--- config.mk ---
export PLATFORM = sky130hd
export DESIGN_NAME = ifetch_ctrl
export DESIGN_NICKNAME = d
export VERILOG_FILES = /design/src/rtl/ifetch_ctrl.sv
export SDC_FILE = /design/constraint.sdc
export NUM_CORES = 1
export LEC_CHECK = 0
export CORE_ASPECT_RATIO = 1.5
export CORE_MARGIN = 2
export CORE_UTILIZATION = 47
export DETAILED_ROUTE_END_ITERATION = 16
export PLACE_DENSITY = 0.85
export SYNTH_ARGS = -nofsm -noshare
export SYNTH_HDL_FRONTEND = slang
export SYNTH_SLANG_ARGS = --single-unit
--- constraint.sdc ---
create_clock -name clk -period 4.9 [get_ports clk]
set_input_delay 1.47 -clock clk [delete_from_list [all_inputs] [get_ports clk]]
set_output_delay 1.47 -clock clk [all_outputs]
set_load 0.01 [all_outputs]
--- src/rtl/ifetch_ctrl.sv ---
// Instruction fetch controller: one outstanding imem request, one-entry output buffer; redirect squashes stale responses.
// Latency: response lands in the buffer the cycle after imem_rsp_valid. Backpressure: a full, unconsumed buffer holds off the next request.
module ifetch_ctrl #(
  parameter int                    DATA_WIDTH = 32,
  parameter logic [DATA_WIDTH-1:0] RESET_PC   = 32'h8000_0000
) (
  input  logic                  clk,
  input  logic                  rst,
  input  logic                  redirect_valid,
  input  logic [DATA_WIDTH-1:0] redirect_pc,
  output logic                  imem_req_valid,
  input  logic                  imem_req_ready,
  output logic [DATA_WIDTH-1:0] imem_addr,
  input  logic                  imem_rsp_valid,
  input  logic [DATA_WIDTH-1:0] imem_rsp_data,
  output logic                  inst_valid,
  input  logic                  inst_ready,
  output logic [DATA_WIDTH-1:0] inst_pc,
  output logic [DATA_WIDTH-1:0] inst
);

  typedef enum logic [1:0] {IDLE, REQ, WAIT, DROP} state_t;

  state_t                state, state_nxt;
  logic [DATA_WIDTH-1:0] pc, pc_nxt;
  logic                  inst_valid_nxt;
  logic                  load;
  logic                  req_hs;

  assign imem_addr      = pc;
  assign imem_req_valid = (state == REQ) && (!inst_valid || inst_ready);
  assign req_hs         = imem_req_valid && imem_req_ready;

  always_comb begin
    state_nxt      = state;
    pc_nxt         = pc;
    load           = 1'b0;
    inst_valid_nxt = inst_valid && !inst_ready;

    case (state)
      IDLE: state_nxt = REQ;
      REQ: begin
        if (req_hs) state_nxt = redirect_valid ? DROP : WAIT;
      end
      WAIT: begin
        if (imem_rsp_valid) begin
          state_nxt = REQ;
          if (!redirect_valid) begin
            load           = 1'b1;
            pc_nxt         = pc + DATA_WIDTH'(4);
            inst_valid_nxt = 1'b1;
          end
        end else if (redirect_valid) begin
          state_nxt = DROP;
        end
      end
      DROP: begin
        // The stale response retires the in-flight request; the current pc is fetched next.
        if (imem_rsp_valid) state_nxt = REQ;
      end
      default: state_nxt = IDLE;
    endcase

    if (redirect_valid) begin
      pc_nxt         = {redirect_pc[DATA_WIDTH-1:2], 2'b00};
      inst_valid_nxt = 1'b0;
    end
  end

  always_ff @(posedge clk or negedge rst) begin
    if (!rst) begin
      state      <= IDLE;
      pc         <= RESET_PC;
      inst_valid <= 1'b0;
      inst       <= '0;
      inst_pc    <= '0;
    end else begin
      state      <= state_nxt;
      pc         <= pc_nxt;
      inst_valid <= inst_valid_nxt;
      if (load) begin
        inst    <= imem_rsp_data;
        inst_pc <= pc;
      end
    end
  end

endmodule

Yosys cells after proc, flatten, opt, wreduce, memory -nomap -nowiden
Cells that the tools add are included.
{"block": "classes", "add_sub_neg": 1, "n_eq_ne": 6, "n_mux": 15, "reduce_logical": 11}
{"operator": "$mux 32", "count": 3}
{"operator": "$add 32x3->32 const B", "count": 1}
{"operator": "$mux 2", "count": 4}
{"operator": "$pmux 2 s4", "count": 1}
{"operator": "$mux 1", "count": 7}
{"operator": "$eq 2x2->1 const B", "count": 2}
{"operator": "$ne 2x2->1 const B", "count": 2}
{"operator": "$reduce_bool 2->1", "count": 2}
{"operator": "$logic_and 1x1->1", "count": 3}
{"operator": "$ne 3x3->1 const B", "count": 1}
{"operator": "$reduce_and 3->1", "count": 1}
{"operator": "$eq 2x1->1 const B", "count": 1}
{"operator": "$logic_not 1->1", "count": 2}
{"operator": "$logic_not 2->1", "count": 1}
{"operator": "$reduce_and 2->1", "count": 1}
{"operator": "$logic_or 1x1->1", "count": 1}
{"block": "totals", "regBits": 99, "inputBits": 70, "out_inout_bits": 98, "elab_cells": 38}

Depth between registers and ports, before layout
Gate-level depths: netlist of the first run.
{"block": "logic_depth", "word_depth": 6, "depth_mapped": 9, "depth_no_buf": 6}

Worst setup path before layout of the first run
OpenSTA, ideal clock, no wires.
{"block": "synth_timing", "path_kind": "in2out", "startpoint": "in inst_ready", "endpoint": "out imem_req_valid", "t_arrival_ns": 1.797, "required_time_ns": 3.430, "slack_ns": 1.633, "stages": 2, "n_path_buf": 0, "path_cell_list": "nand2b_1 -> and2_1"}
{"block": "synth_between", "elab_chain_len": 2}
{"element": "from (decl)", "line": "17", "rtl": "input logic inst_ready,"}
{"element": "$logic_or 1x1->1", "line": "31", "rtl": "assign imem_req_valid = (state == REQ) && (!inst_valid || inst_ready);"}
{"element": "$logic_and 1x1->1", "line": "31"}
{"element": "to (decl)", "line": "11", "rtl": "output logic imem_req_valid,"}
No other way between the ends.

Worst setup path in the final report of the first run
Same ends and word-level chain as after synthesis.

==> results of run 1 <==
-- final timing paths --
path                             endpoint  slack, ns  cells past startpoint
setup / recovery           imem_req_valid       0.71                      4
hold / removal                inst_pc[15]       0.48                      2
max in group asynchronous   imem_addr[31]       2.72                      2
min in group asynchronous     inst_pc[11]       1.27                      1
setup reg to reg            imem_addr[28]       2.46                      6
hold reg to reg               inst_pc[15]       0.48                      2
-- registers in the layout, indices dropped and copies added (netlist names) --
| name | count |
|---|---|
| inst | 32 |
| imem_addr | 30 |
| state | 2 |
| inst_pc | 30 |
| inst_valid | 1 |
-- stage by stage --
step | util, % | total power (µW) | hold slack [ns] | instance area [µm²]
final | 71.36 | 3188 | 0.4803 | 6337
after floorplan | - | 1729 | 0.5052 | 4344
after global placement | 67.84 | 2422 | 0.4636 | 6025
after global routing | 71.36 | 3352 | 0.5089 | 6337
after detailed placement | 67.84 | 2482 | 0.4740 | 6025
after CTS | 71.36 | 3227 | 0.4863 | 6337
-- layer usage --
layer | part of all wire, % | wire [µm] | global-route usage (%)
met1 | 36 | 4063 | 25.70
met2 | 55 | 6207 | 40.88
met4 | 2.8 | 319 | 10.94
met3 | 6.2 | 700 | 4.741
met5 | 0 | 0 | 0
-- synthesized netlist by cell type, drive strengths merged, types with 3 or more instances --
cell / n
xnor2: 5
xor2: 7
nor4: 3
nor3: 4
nand2: 32
or2: 4
mux2: 57
or4: 17
buf: 14
clkbuf: 9
nand3: 14
o21ai: 22
o31ai: 9
ha: 4
a21oi: 3
dfrtp: 94
inv: 10
nor2: 17
a31oi: 13
nand4: 9
and4: 4
-- where the power goes --
part / leakage (µW) / switching (µW) / internal (µW)
Sequential: 0.00116 / 178 / 1070
Combinational: 0.00132 / 448 / 757
Clock: 0.000157 / 289 / 446
Total: 0.00264 / 915 / 2270
-- logic make-up (layout without fill, tap and decap cells) --
group / after synthesis / after routing / synth area share (%)
XOR/XNOR: 12 / 12 / 2.426
other: 1 / 4 / 0.08655
adder cells (fa/ha/maj): 4 / 4 / 1.155
buffers and inverters: 33 / 191 / 3.436
AO/OA/AOI/OAI: 56 / 56 / 7.999
multiplexers: 59 / 59 / 15.28
flip-flops: 95 / 95 / 54.89
AND/OR/NAND/NOR: 115 / 115 / 14.73
-- worst max-delay path: stages --
cell and delay (ns):
clkdlybuf4s50_1 0.45, nand2b_1 0.13, and2_1 0.13, clkdlybuf4s50_1 0.54
-- area by class of cell --
type	instances	area, µm²
clock buffers	10	229.0
clock inverters	6	83.83
fillers	650	2544
inverters	10	37.54
multi-input cells	250	1819
flip-flops and latches	95	2379
well taps	110	137.6
repair buffers	165	1652
-- cell usage in the layout (no fill, tap or decap), types with 10 or more instances in the layout --
| cell | n |
|---|---|
| clkdlybuf4s50_1 | 160 |
| dfrtp_1 | 94 |
| mux2_2 | 57 |
| nand2_1 | 31 |
| o21ai_0 | 22 |
| nor2_1 | 17 |
| or4_1 | 16 |
| nand3_1 | 14 |
| a31oi_1 | 13 |
| inv_1 | 10 |
==> flow_metrics.env, run 1 <==
export IMPL_status="finished clean"
export IMPL_start_util_pct=48.79
export IMPL_numClockSinks=95
export IMPL_fin_ws_ns=0.7083
export IMPL_hold_class="reg2reg"
export IMPL_cp_max_fo=3
export IMPL_h_tree_depth=3
export IMPL_finalSetupTns_ns=0
export IMPL_cp_required_ns=3.43
export IMPL_ys_seq_area_share_pct=54.89
export IMPL_gp_routability_congestion=0.8091
export IMPL_gr_total_overflow=0
export IMPL_leakage_uw=0.002637
export IMPL_dieArea_um2=10020
export IMPL_fin_skew_ns=0.004957
export IMPL_critical_path_class="in2out"
export IMPL_cts_buffers=9
export IMPL_area_growth_pct=46.26
export IMPL_synth_cells=375
export IMPL_syn_avg_cell_area_um2=11.55
export IMPL_grt_pass1_vias=3576
export IMPL_stdcell_count=646
export IMPL_endpoint_kind="primary output"
export IMPL_port_buffer_count=161
export IMPL_nets=605
export IMPL_fp_row_count=42
export IMPL_cap_violations=0
export IMPL_grt_max_degree=76
export IMPL_synth_edff_count=0
export IMPL_via_count=3587
export IMPL_die_w_um=82.40
export IMPL_fin_crit_sh_pct=85.55
export IMPL_synth_area_leaders="dfrtp_1, mux2_2, nand2_1"
export IMPL_cts_setup_buffers=0
export IMPL_drc_errors=0
export IMPL_critPathArrivalTime_ns=2.72
export IMPL_root_buffer="clkbuf_16"
export IMPL_setup_viol=0
export IMPL_totalWireLength_mm=11.29
export IMPL_core_area_um2=8881
export IMPL_power_density_nw_per_um2=503.1
export IMPL_start_kind="primary input"
export IMPL_fmax_mhz=238.6
export IMPL_dp_cells=630
export IMPL_r2r_start="state[0]"
export IMPL_antenna_cells=0
export IMPL_async_reset_ff_share_pct=100.0
export IMPL_wire_per_inst_um=17.48
export IMPL_ctsResizeCount=0
export IMPL_cts_hold_buf=0
export IMPL_hp_start="inst_pc[15]"
export IMPL_vdd_ir_drop_max_uv=343.0
export IMPL_synth_top_area_share_pct=54.29
export IMPL_drive_above_1_share_pct=16.42
export IMPL_ys_ff_latch=95
export IMPL_tightest_slew_ns=0.9454
export IMPL_slew_viol_final=0
export IMPL_period_needed_ns=4.192
export IMPL_rsz0062_at_grt="false"
export IMPL_slew_headroom_pct=36.98
export IMPL_yosysWarnings=0
export IMPL_initialDrtViolationCount=214
export IMPL_num_io_pins=168
export IMPL_avgViaCountPerCell=5.553
export IMPL_hold_viol=0
export IMPL_cts_tree="built"
export IMPL_syn_area_um2=4333
export IMPL_clk_path_buf_depth=2
export IMPL_dp_slack_ns=0.6972
export IMPL_antenna_found_initial=0
export IMPL_die_h_um=121.6
export IMPL_synth_largest_area_cell="dfrtp_1"
export IMPL_synth_main_ff_cell="dfrtp_1"
export IMPL_gr_usage_all_layers_pct=23.09
export IMPL_drt_pass1_iterations=4
export IMPL_dpl_hpwl_mm=8.243
export IMPL_clock_latency_ns=0.34
export IMPL_drtAntennaViolNets=0
export IMPL_synthDistinctLibCells=45
export IMPL_clkTransAtPathRegs_ns=0.06
export IMPL_startpoint="inst_ready"
export IMPL_grt_first_pass_wirelength_mm=17.42
No activity file was read; power rests on OpenSTA's default activity.
==> inputs of run 2 (changes only) <==
--- a/config.mk
+++ b/config.mk
@@ -8,6 +8,7 @@
 export CORE_ASPECT_RATIO = 1.5
 export CORE_MARGIN = 2
 export CORE_UTILIZATION = 47
+export CTS_BUF_LIST = sky130_fd_sc_hd__clkbuf_16
 export DETAILED_ROUTE_END_ITERATION = 16
 export PLACE_DENSITY = 0.85
 export SYNTH_ARGS = -nofsm -noshare
==> flow_metrics.env, run 2 (synthesized netlist as in run 1, its figures left out) <==
export IMPL_wire_per_inst_um=17.48
export IMPL_die_h_um=121.6
export IMPL_r2r_start="state[0]"
export IMPL_startpoint="inst_ready"
export IMPL_area_growth_pct=46.26
export IMPL_dpl_hpwl_mm=8.243
export IMPL_h_tree_depth=3
export IMPL_fmax_mhz=238.6
export IMPL_endpoint_kind="primary output"
export IMPL_grt_max_degree=76
export IMPL_cts_tree="built"
export IMPL_drc_errors=0
export IMPL_gr_total_overflow=0
export IMPL_antenna_found_initial=0
export IMPL_critPathArrivalTime_ns=2.72
export IMPL_root_buffer="clkbuf_16"
export IMPL_clockPowerShare_pct=23.0
export IMPL_hold_viol=0
export IMPL_postLayoutCellArea_um2=6337
export IMPL_final_cell_mix="clkdlybuf4s50_1, dfrtp_1, mux2_2"
export IMPL_drt_pass1_iterations=4
export IMPL_start_kind="primary input"
export IMPL_fin_ws_ns=0.7083
export IMPL_cap_violations=0
export IMPL_fin_crit_sh_pct=85.55
export IMPL_dp_slack_ns=0.6972
export IMPL_via_count=3587
export IMPL_nets=605
export IMPL_setup_viol=0
export IMPL_final_core_util_pct=71.36
export IMPL_internal_power_uw=2271
export IMPL_power_density_nw_per_um2=502.8
export IMPL_initialDrtViolationCount=214
export IMPL_clk_path_buf_depth=2
export IMPL_leakage_uw=0.002641
export IMPL_p_switching_uw=914.9
export IMPL_dieArea_um2=10020
export IMPL_core_area_um2=8881
export IMPL_grt_pass1_vias=3576
export IMPL_rsz0062_at_grt="false"
export IMPL_cts_setup_buffers=0
export IMPL_ctsResizeCount=0
export IMPL_top_register="inst"
export IMPL_cts_hold_buf=0
export IMPL_clkTransAtPathRegs_ns=0.06
export IMPL_switching_share_pct=28.71
export IMPL_largest_register_ff_count=32
export IMPL_drtAntennaViolNets=0
export IMPL_finalSetupTns_ns=0
export IMPL_clock_latency_ns=0.34
export IMPL_num_io_pins=168
export IMPL_drive_above_1_share_pct=16.42
export IMPL_grt_first_pass_wirelength_mm=17.42
export IMPL_critical_path_class="in2out"
export IMPL_die_w_um=82.40
export IMPL_hp_start="inst_pc[15]"
export IMPL_avgViaCountPerCell=5.553
export IMPL_vdd_ir_drop_max_uv=342.5
export IMPL_hold_class="reg2reg"
export IMPL_pwr_share_seq_pct=39.2
export IMPL_totalWireLength_mm=11.29
export IMPL_slew_viol_final=0
export IMPL_place_area_um2=6025
export IMPL_numClockSinks=95
export IMPL_cts_buffers=9
export IMPL_port_buffer_count=161
export IMPL_antenna_cells=0
export IMPL_gp_routability_congestion=0.8091
export IMPL_slew_headroom_pct=36.98
export IMPL_cp_max_fo=3
export IMPL_start_util_pct=48.79
export IMPL_gr_usage_all_layers_pct=23.09
export IMPL_cp_required_ns=3.43
export IMPL_layout_commonest_cell="clkdlybuf4s50_1"
export IMPL_power_frac_comb_pct=37.8
export IMPL_fin_skew_ns=0.005195
export IMPL_fp_row_count=42
export IMPL_status="finished clean"
export IMPL_tightest_slew_ns=0.9454
export IMPL_period_needed_ns=4.192
-- run 2: cell count changes in the layout (fill, tap and decap cells not counted), sizes merged --
cell / before / now
clkbuf: 10 / 9
inv: 11 / 12
-- run 2: per-stage QoR --
stage / power [µW] / instances / hold slack (ns)
floorplan: 1729 / 378 / 0.5052
global placement: 2422 / 630 / 0.4636
detailed placement: 2482 / 630 / 0.4740
CTS: 3225 / 646 / 0.4863
global route: 3350 / 646 / 0.5089
finish: 3186 / 646 / 0.4803
-- run 2: power groups by stage --
| stage | Sequential [µW] | Combinational, µW | Clock (µW) |
|---|---|---|---|
| floorplan | 1370 | 359 | 0 |
| global placement | 1230 | 1190 | 0 |
| detailed placement | 1260 | 1220 | 0 |
| CTS | 1250 | 1220 | 751 |
| global route | 1280 | 1290 | 779 |
| finish | 1250 | 1210 | 733 |
-- run 2: layout make-up --
| type | count | area (µm²) |
|---|---|---|
| Tap cell | 110 | 137.6 |
| Clock inverter | 7 | 87.58 |
| Sequential cell | 95 | 2379 |
| Inverter | 10 | 37.54 |
| Clock buffer | 9 | 225.2 |
| Fill cell | 650 | 2544 |
| Multi-Input combinational cell | 250 | 1819 |
| Timing Repair Buffer | 165 | 1652 |
-- run 2: worst paths after layout --
kind	to	slack [ns]	depth (start not counted)
setup / recovery	imem_req_valid	0.71	4
hold reg to reg	inst_pc[15]	0.48	2
hold / removal	inst_pc[15]	0.48	2
max in group asynchronous	imem_addr[31]	2.72	2
setup reg to reg	imem_addr[28]	2.46	6
min in group asynchronous	inst_pc[11]	1.27	1
-- run 2: routing by layer --
layer  up-vias  part of all wire [%]  global-route usage [%]
met5         -                     0                       0
met2       143                    55                   40.88
met1      1748                    36                   25.70
li1       1669                     -                       -
met3        27                   6.2                   4.741
met4         0                   2.8                   10.94
-- run 2: critical path, cell delays in order --
cell,delay (ns)
clkdlybuf4s50_1,0.45
nand2b_1,0.13
and2_1,0.13
clkdlybuf4s50_1,0.54
